`config.mk`:
```
export PLATFORM = sky130hd
export DESIGN_NAME = decode_stage
export DESIGN_NICKNAME = d
export VERILOG_FILES = /design/src/rtl/decode_pkg.sv /design/src/rtl/decode_comb.sv /design/src/rtl/decode_stage.sv
export SDC_FILE = /design/constraint.sdc
export NUM_CORES = 1
export LEC_CHECK = 0
export ABC_AREA = 0
export BUFFER_PORTS_ARGS = -buffer_cell sky130_fd_sc_hd__buf_2
export CAP_MARGIN = 15
export CORE_MARGIN = 3
export CORE_UTILIZATION = 47
export DETAILED_ROUTE_END_ITERATION = 10
export PLACE_DENSITY = 0.79
export REMOVE_ABC_BUFFERS = 1
export SYNTH_ARGS = -nofsm -noshare
export SYNTH_HDL_FRONTEND = slang
export SYNTH_SLANG_ARGS = --single-unit
```
`constraint.sdc`:
```
create_clock -name clock -period 2.4 [get_ports clock]
set_input_delay 0.48 -clock clock [delete_from_list [all_inputs] [get_ports clock]]
set_output_delay 0.48 -clock clock [all_outputs]
set_load 0.02 [all_outputs]
```
`src/rtl/decode_pkg.sv`:
```
// Shared decode definitions for the RISC-V decode stage.
// Holds the base opcode constants, the immediate-format enumeration and the
// immediate generator used by decode_comb.
package decode_pkg;

    // Major opcodes, inst[6:0]
    localparam logic [6:0] OPC_LOAD      = 7'b0000011;
    localparam logic [6:0] OPC_MISC_MEM  = 7'b0001111;
    localparam logic [6:0] OPC_OP_IMM    = 7'b0010011;
    localparam logic [6:0] OPC_AUIPC     = 7'b0010111;
    localparam logic [6:0] OPC_OP_IMM_32 = 7'b0011011;
    localparam logic [6:0] OPC_STORE     = 7'b0100011;
    localparam logic [6:0] OPC_OP        = 7'b0110011;
    localparam logic [6:0] OPC_LUI       = 7'b0110111;
    localparam logic [6:0] OPC_OP_32     = 7'b0111011;
    localparam logic [6:0] OPC_BRANCH    = 7'b1100011;
    localparam logic [6:0] OPC_JALR      = 7'b1100111;
    localparam logic [6:0] OPC_JAL       = 7'b1101111;
    localparam logic [6:0] OPC_SYSTEM    = 7'b1110011;

    // Immediate format; the numeric values are visible on io_out_imm_type
    typedef enum logic [2:0] {
        IMM_R = 3'd0,
        IMM_I = 3'd1,
        IMM_S = 3'd2,
        IMM_B = 3'd3,
        IMM_U = 3'd4,
        IMM_J = 3'd5
    } imm_type_e;

    // Build the 64-bit sign-extended immediate; callers keep the low XLEN bits
    function automatic logic [63:0] imm_gen(input logic [31:0] inst, input imm_type_e imm_type);
        logic [63:0] imm;
        imm = '0;
        case (imm_type)
            IMM_I:   imm = {{52{inst[31]}}, inst[31:20]};
            IMM_S:   imm = {{52{inst[31]}}, inst[31:25], inst[11:7]};
            IMM_B:   imm = {{51{inst[31]}}, inst[31], inst[7], inst[30:25], inst[11:8], 1'b0};
            IMM_U:   imm = {{32{inst[31]}}, inst[31:12], 12'h000};
            IMM_J:   imm = {{43{inst[31]}}, inst[31], inst[19:12], inst[20], inst[30:21], 1'b0};
            default: imm = '0;
        endcase
        return imm;
    endfunction

endpackage

```
`src/rtl/decode_comb.sv`:
```
// Purely combinational instruction decode: field extraction, opcode to
// immediate-format mapping, immediate generation, operand-use flags and
// illegal detection. The *-32 opcodes are only legal when XLEN is 64.
module decode_comb
    import decode_pkg::*;
#(
    parameter int XLEN = 32
) (
    input  logic [31:0]     inst_i,
    output logic [6:0]      opcode_o,
    output logic [4:0]      rd_o,
    output logic [4:0]      rs1_o,
    output logic [4:0]      rs2_o,
    output logic [2:0]      funct3_o,
    output logic [6:0]      funct7_o,
    output imm_type_e       imm_type_o,
    output logic [XLEN-1:0] imm_o,
    output logic            rd_wen_o,
    output logic            rs1_used_o,
    output logic            rs2_used_o,
    output logic            illegal_o
);

    logic [63:0] imm_full;

    assign opcode_o = inst_i[6:0];
    assign rd_o     = inst_i[11:7];
    assign rs1_o    = inst_i[19:15];
    assign rs2_o    = inst_i[24:20];
    assign funct3_o = inst_i[14:12];
    assign funct7_o = inst_i[31:25];

    // Classify the opcode, then derive immediate and flags; illegal forces all to zero
    always_comb begin
        imm_type_o = IMM_R;
        illegal_o  = 1'b0;
        case (inst_i[6:0])
            OPC_LOAD, OPC_OP_IMM, OPC_JALR, OPC_MISC_MEM, OPC_SYSTEM: imm_type_o = IMM_I;
            OPC_STORE:  imm_type_o = IMM_S;
            OPC_BRANCH: imm_type_o = IMM_B;
            OPC_LUI, OPC_AUIPC: imm_type_o = IMM_U;
            OPC_JAL:    imm_type_o = IMM_J;
            OPC_OP:     imm_type_o = IMM_R;
            OPC_OP_IMM_32: begin
                if (XLEN == 64) imm_type_o = IMM_I;
                else            illegal_o  = 1'b1;
            end
            OPC_OP_32: begin
                if (XLEN == 64) imm_type_o = IMM_R;
                else            illegal_o  = 1'b1;
            end
            default: illegal_o = 1'b1;
        endcase
        // Compressed/non-32-bit encodings are not handled by this stage
        if (inst_i[1:0] != 2'b11) illegal_o = 1'b1;
        if (illegal_o) imm_type_o = IMM_R;

        imm_full   = illegal_o ? 64'd0 : imm_gen(inst_i, imm_type_o);
        rd_wen_o   = !illegal_o && (imm_type_o != IMM_S) && (imm_type_o != IMM_B)
                     && (inst_i[11:7] != 5'd0);
        rs1_used_o = !illegal_o && ((imm_type_o == IMM_R) || (imm_type_o == IMM_I) ||
                                    (imm_type_o == IMM_S) || (imm_type_o == IMM_B));
        rs2_used_o = !illegal_o && ((imm_type_o == IMM_R) || (imm_type_o == IMM_S) ||
                                    (imm_type_o == IMM_B));
    end

    assign imm_o = imm_full[XLEN-1:0];

    // Upper immediate bits are simply discarded on a 32-bit datapath
    generate
        if (XLEN < 64) begin : g_trunc
            logic unused_imm_hi;
            assign unused_imm_hi = ^imm_full[63:XLEN];
        end
    endgenerate

endmodule

```
`src/rtl/decode_stage.sv`:
```
// Registered, valid/ready handshaked RISC-V decode stage.
// decode_comb decodes the incoming instruction; the result is captured in an
// output pipeline register. Optional macro DECODE_SKID_EN adds a skid entry so
// that io_in_ready becomes a register output.
module decode_stage
    import decode_pkg::*;
#(
    parameter int XLEN = 32,
    parameter int PC_W = XLEN
) (
    input  logic            clock,
    input  logic            reset,
    input  logic            io_flush,
    input  logic            io_in_valid,
    output logic            io_in_ready,
    input  logic [31:0]     io_in_inst,
    input  logic [PC_W-1:0] io_in_pc,
    output logic            io_out_valid,
    input  logic            io_out_ready,
    output logic [PC_W-1:0] io_out_pc,
    output logic [6:0]      io_out_opcode,
    output logic [4:0]      io_out_rd,
    output logic [4:0]      io_out_rs1,
    output logic [4:0]      io_out_rs2,
    output logic [2:0]      io_out_funct3,
    output logic [6:0]      io_out_funct7,
    output logic [2:0]      io_out_imm_type,
    output logic [XLEN-1:0] io_out_imm,
    output logic            io_out_rd_wen,
    output logic            io_out_rs1_used,
    output logic            io_out_rs2_used,
    output logic            io_out_illegal
);

    typedef struct packed {
        logic [PC_W-1:0] pc;
        logic [6:0]      opcode;
        logic [4:0]      rd;
        logic [4:0]      rs1;
        logic [4:0]      rs2;
        logic [2:0]      funct3;
        logic [6:0]      funct7;
        logic [2:0]      imm_type;
        logic [XLEN-1:0] imm;
        logic            rd_wen;
        logic            rs1_used;
        logic            rs2_used;
        logic            illegal;
    } entry_t;

    logic [6:0]      dec_opcode;
    logic [4:0]      dec_rd;
    logic [4:0]      dec_rs1;
    logic [4:0]      dec_rs2;
    logic [2:0]      dec_funct3;
    logic [6:0]      dec_funct7;
    imm_type_e       dec_type;
    logic [XLEN-1:0] dec_imm;
    logic            dec_rd_wen;
    logic            dec_rs1_used;
    logic            dec_rs2_used;
    logic            dec_illegal;
    entry_t          dec_entry;

    entry_t out_q, out_d;
    logic   out_valid_q, out_valid_d;

    decode_comb #(.XLEN(XLEN)) u_decode_comb (
        .inst_i     (io_in_inst),
        .opcode_o   (dec_opcode),
        .rd_o       (dec_rd),
        .rs1_o      (dec_rs1),
        .rs2_o      (dec_rs2),
        .funct3_o   (dec_funct3),
        .funct7_o   (dec_funct7),
        .imm_type_o (dec_type),
        .imm_o      (dec_imm),
        .rd_wen_o   (dec_rd_wen),
        .rs1_used_o (dec_rs1_used),
        .rs2_used_o (dec_rs2_used),
        .illegal_o  (dec_illegal)
    );

    // Pack the combinational decode into one pipeline entry
    always_comb begin
        dec_entry          = '0;
        dec_entry.pc       = io_in_pc;
        dec_entry.opcode   = dec_opcode;
        dec_entry.rd       = dec_rd;
        dec_entry.rs1      = dec_rs1;
        dec_entry.rs2      = dec_rs2;
        dec_entry.funct3   = dec_funct3;
        dec_entry.funct7   = dec_funct7;
        dec_entry.imm_type = dec_type;
        dec_entry.imm      = dec_imm;
        dec_entry.rd_wen   = dec_rd_wen;
        dec_entry.rs1_used = dec_rs1_used;
        dec_entry.rs2_used = dec_rs2_used;
        dec_entry.illegal  = dec_illegal;
    end

`ifdef DECODE_SKID_EN
    entry_t skid_q, skid_d;
    logic   skid_valid_q, skid_valid_d;
    logic   accept;
    logic   out_free;

    // Ready only depends on skid occupancy, so it comes straight from a flop
    assign io_in_ready = !skid_valid_q;
    assign accept      = io_in_valid && !skid_valid_q && !io_flush;
    assign out_free    = !out_valid_q || io_out_ready;

    // Output register refills from the skid first so order is preserved
    always_comb begin
        out_valid_d  = out_valid_q;
        out_d        = out_q;
        skid_valid_d = skid_valid_q;
        skid_d       = skid_q;
        if (io_flush) begin
            out_valid_d  = 1'b0;
            skid_valid_d = 1'b0;
        end else if (out_free) begin
            if (skid_valid_q) begin
                out_valid_d  = 1'b1;
                out_d        = skid_q;
                skid_valid_d = accept;
                if (accept) skid_d = dec_entry;
            end else if (accept) begin
                out_valid_d = 1'b1;
                out_d       = dec_entry;
            end else begin
                out_valid_d = 1'b0;
            end
        end else if (accept) begin
            skid_valid_d = 1'b1;
            skid_d       = dec_entry;
        end
    end

    // Both entries update on the clock; reset empties and clears them
    always_ff @(posedge clock) begin
        if (!reset) begin
            out_valid_q  <= 1'b0;
            out_q        <= '0;
            skid_valid_q <= 1'b0;
            skid_q       <= '0;
        end else begin
            out_valid_q  <= out_valid_d;
            out_q        <= out_d;
            skid_valid_q <= skid_valid_d;
            skid_q       <= skid_d;
        end
    end
`else
    logic load;

    assign io_in_ready = !out_valid_q || io_out_ready;
    assign load        = io_in_valid && io_in_ready && !io_flush;

    // Flush wins, then a new load, then a drain; otherwise the entry holds
    always_comb begin
        out_valid_d = out_valid_q;
        out_d       = out_q;
        if (io_flush) begin
            out_valid_d = 1'b0;
        end else if (load) begin
            out_valid_d = 1'b1;
            out_d       = dec_entry;
        end else if (io_out_ready) begin
            out_valid_d = 1'b0;
        end
    end

    // Single output entry; reset clears valid and the whole payload
    always_ff @(posedge clock) begin
        if (!reset) begin
            out_valid_q <= 1'b0;
            out_q       <= '0;
        end else begin
            out_valid_q <= out_valid_d;
            out_q       <= out_d;
        end
    end
`endif

    assign io_out_valid    = out_valid_q;
    assign io_out_pc       = out_q.pc;
    assign io_out_opcode   = out_q.opcode;
    assign io_out_rd       = out_q.rd;
    assign io_out_rs1      = out_q.rs1;
    assign io_out_rs2      = out_q.rs2;
    assign io_out_funct3   = out_q.funct3;
    assign io_out_funct7   = out_q.funct7;
    assign io_out_imm_type = out_q.imm_type;
    assign io_out_imm      = out_q.imm;
    assign io_out_rd_wen   = out_q.rd_wen;
    assign io_out_rs1_used = out_q.rs1_used;
    assign io_out_rs2_used = out_q.rs2_used;
    assign io_out_illegal  = out_q.illegal;

endmodule

```
==> flow_metrics.py <==
metrics = {
    "floorplanning": {
        "start_util_pct": 49.5,
        "fp.coreArea_sq_um": 8420,
        "die_h_um": 100,
        "dieWidth_um": 100,
        "dieArea_sq_um": 10000,
        "io_pins": 174,
        "row_count": 33,
    },
    "layout": {
        "fill_cells": 765,
        "finish.instance_area_sq_um": 5380,
        "antenna_cells": 0,
        "areaGrowthSynthToFinish_pct": 29.1,
        "finalNetCount": 740,
        "drive_gt1_share_pct": 33.9,
    },
    "clock_tree": {
        "cts.repair.resized": 0,
        "cts_sinks": 104,
        "tritoncts": "built",
        "clkLatencyLatePin_ns": 0.36,
        "h-tree-depth": 3,
        "post_cts_buffers": 0,
        "cts_hold_buf": 0,
        "cts_buffers": 9,
        "clk_pin_slew_worst_paths_ns": 0.11,
        "cts-root-buf": "clkbuf_8",
        "clk_path_buf_depth": 2,
    },
    "power_and_ir_drop": {
        "ir_drop_mv": 0.320,
        "p_total_w": 0.00343,
        "total_leakage_power_nw": 2.36,
        "pwr_density_cell_nw_per_um2": 638,
    },
    "yosys": {
        "synth_ff_type": "dfxtp_1",
        "synth_seq_cells": 104,
        "syn_area_per_cell_sq_um": 8.15,
        "yosysSeqAreaShare_pct": 49.9,
        "syn_inst": 512,
        "synth_cell_types": 40,
        "synth_area_sq_um": 4170,
        "yosys_warnings": 0,
        "synth_edf_count": 0,
        "async_flop_share_pct": 0,
    },
    "timing": {
        "max_freq_mhz": 490,
        "period_share_pct": 84.9,
        "rsz0062_at_grt": "no",
        "slew_violations": 0,
        "holdWs_ns": 0.311,
        "tns_ns": 0,
        "fin_worst_skew_ns": 0.0159,
        "hold_viol_final": 0,
        "max_slew_margin_pct": 58.7,
        "fin_ws_ns": 0.361,
        "worst_pin_slew_ns": 0.617,
        "setup_viol_count_final": 0,
        "min_period_ns": 2.04,
    },
    "placed_design": {
        "gp_congestion": 0.981,
        "dp_hpwl_um": 8360,
        "placed_cell_area_sq_um": 5170,
        "place_ws_ns": 0.0298,
        "io_buffers": 173,
    },
    "min_path": {
        "hold_path.class": "input pin to flip-flop",
    },
    "critical_path": {
        "end_kind": "flip-flop",
        "crit_arrival_ns": 2.34,
        "critPathKind": "input pin to flip-flop",
        "cp-start-kind": "input pin",
        "path_max_fanout": 15,
        "required_ns": 2.70,
    },
    "grt": {
        "grt_usage_pct": 21.8,
        "grt_max_degree": 51,
        "grt_pass1_wl_um": 18000,
        "grt_overflow": 0,
        "grt_pass1_vias": 3748,
        "antenna_found_initial": 0,
    },
    "route": {
        "vias_per_cell": 5.35,
        "vias": 4175,
        "drt_pass1_iterations": 6,
        "finalWirelength_um": 11400,
        "antenna_left": 0,
        "wl_per_cell_um": 14.6,
        "remaining_drc_errors": 0,
        "drt_iter0_markers": 230,
    },
    "job": {
        "maxCapViolations": 0,
    },
    "outcome": {
        "status": "finished clean",
    },
}
[cell type report]
cell class	instances	area, sq um	share of cell area [%]
clock buffers	11	151	2.81
well taps	105	131	2.44
clock inverters	5	62.6	1.16
inverters	3	12.5	0.232
flip-flops and latches	104	2080	38.7
repair buffers	190	1040	19.4
multi-input cells	363	1900	35.3
[cells in the final DEF, fill, tap and decap left out, types with 2 or more instances in the layout]
cell type	n
and3_1	3
a211oi_1	2
o31ai_1	5
buf_4	13
or3_1	2
o22ai_1	3
and2_1	2
a21o_1	2
nand2b_1	3
buf_2	173
nor3_1	3
clkinv_2	2
clkbuf_8	11
o21a_1	3
a211oi_2	11
inv_1	2
a21oi_1	74
nand3_1	3
nand3b_1	2
or3b_1	3
o221a_2	9
dfxtp_1	104
a221oi_1	11
nor2b_1	4
o21ai_0	4
nor2_1	17
buf_12	4
nand2_1	174
a22oi_1	11
[critical path, stage by stage]
cell,delay (ns)
buf_2,0.19
or3b_1,0.43
a21o_1,0.24
a21oi_1,0.21
nor2b_1,0.48
o221a_2,0.29
[power by group]
group	internal [W]	leakage [nW]	switching [W]
clock	0.000549	0.108	0.000600
sequential	0.00179	0.847	0.0000284
combinational	0.000170	1.41	0.000300
total	0.00250	2.36	0.000929
[stage by stage]
step | utilization (%) | instances
floorplan | - | 470
global placement | 61.4 | 765
detailed placement | 61.4 | 765
CTS | 63.9 | 781
global route | 63.9 | 781
finish | 63.9 | 781
[per-layer routing]
metal | vias to the layer above | GRT usage (%) | wire length [um]
met3 | 17 | 4.17 | 765
met1 | 1935 | 27.8 | 4890
met2 | 154 | 37.1 | 5520
met4 | 0 | 7.56 | 212
met5 | - | 0 | 0
li1 | 2069 | - | -
[worst paths after layout]
path                               startpoint              to  slack (ns)  depth (start not counted)
worst max-delay path            io_in_inst[6]  io_out_imm[16]        0.36                          6
worst min-delay path                 io_flush    io_out_valid        0.31                          2
worst max register to register   io_out_valid   io_out_imm[0]        0.60                          6
worst min register to register  io_out_pc[14]   io_out_pc[14]        0.46                          2
[cell usage after synthesis, types with 5 or more instances]
cell | n | share of area [%]
dfxtp_1 | 104 | 50
buf_2 | 8 | 0.96
a22oi_1 | 11 | 2.0
nor2_1 | 17 | 1.5
a211oi_2 | 11 | 3.3
o31ai_1 | 5 | 0.90
clkbuf_1 | 32 | 2.9
a21oi_1 | 74 | 8.9
nand2_1 | 174 | 16
a221oi_1 | 11 | 2.3
o221a_2 | 9 | 2.4
[state kept, by name, summed over array words and instances, names as in the netlist]
| register | count |
|---|---|
| io_out_rs2_used | 1 |
| io_out_imm_type | 3 |
| io_out_illegal | 1 |
| io_out_valid | 1 |
| io_out_imm | 32 |
| io_out_rs1_used | 1 |
| io_out_funct3 | 3 |
| io_out_rs2 | 5 |
| io_out_rs1 | 5 |
| io_out_opcode | 7 |
| io_out_rd_wen | 1 |
| io_out_rd | 5 |
| io_out_pc | 32 |
| io_out_funct7 | 7 |
[logic make-up (layout without fill, tap and decap cells)]
logic type                after synthesis  after routing  synth area share, %
DFF                                   104            104                 49.9
buffers and inverters                  45            209                 4.65
AOI/OAI and AO/OA                     142            142                 23.5
xor gates and xnor gates                1              1                0.210
and+or+nand+nor                       220            220                 21.7
Note: power is estimated with default switching activity, not from simulation.
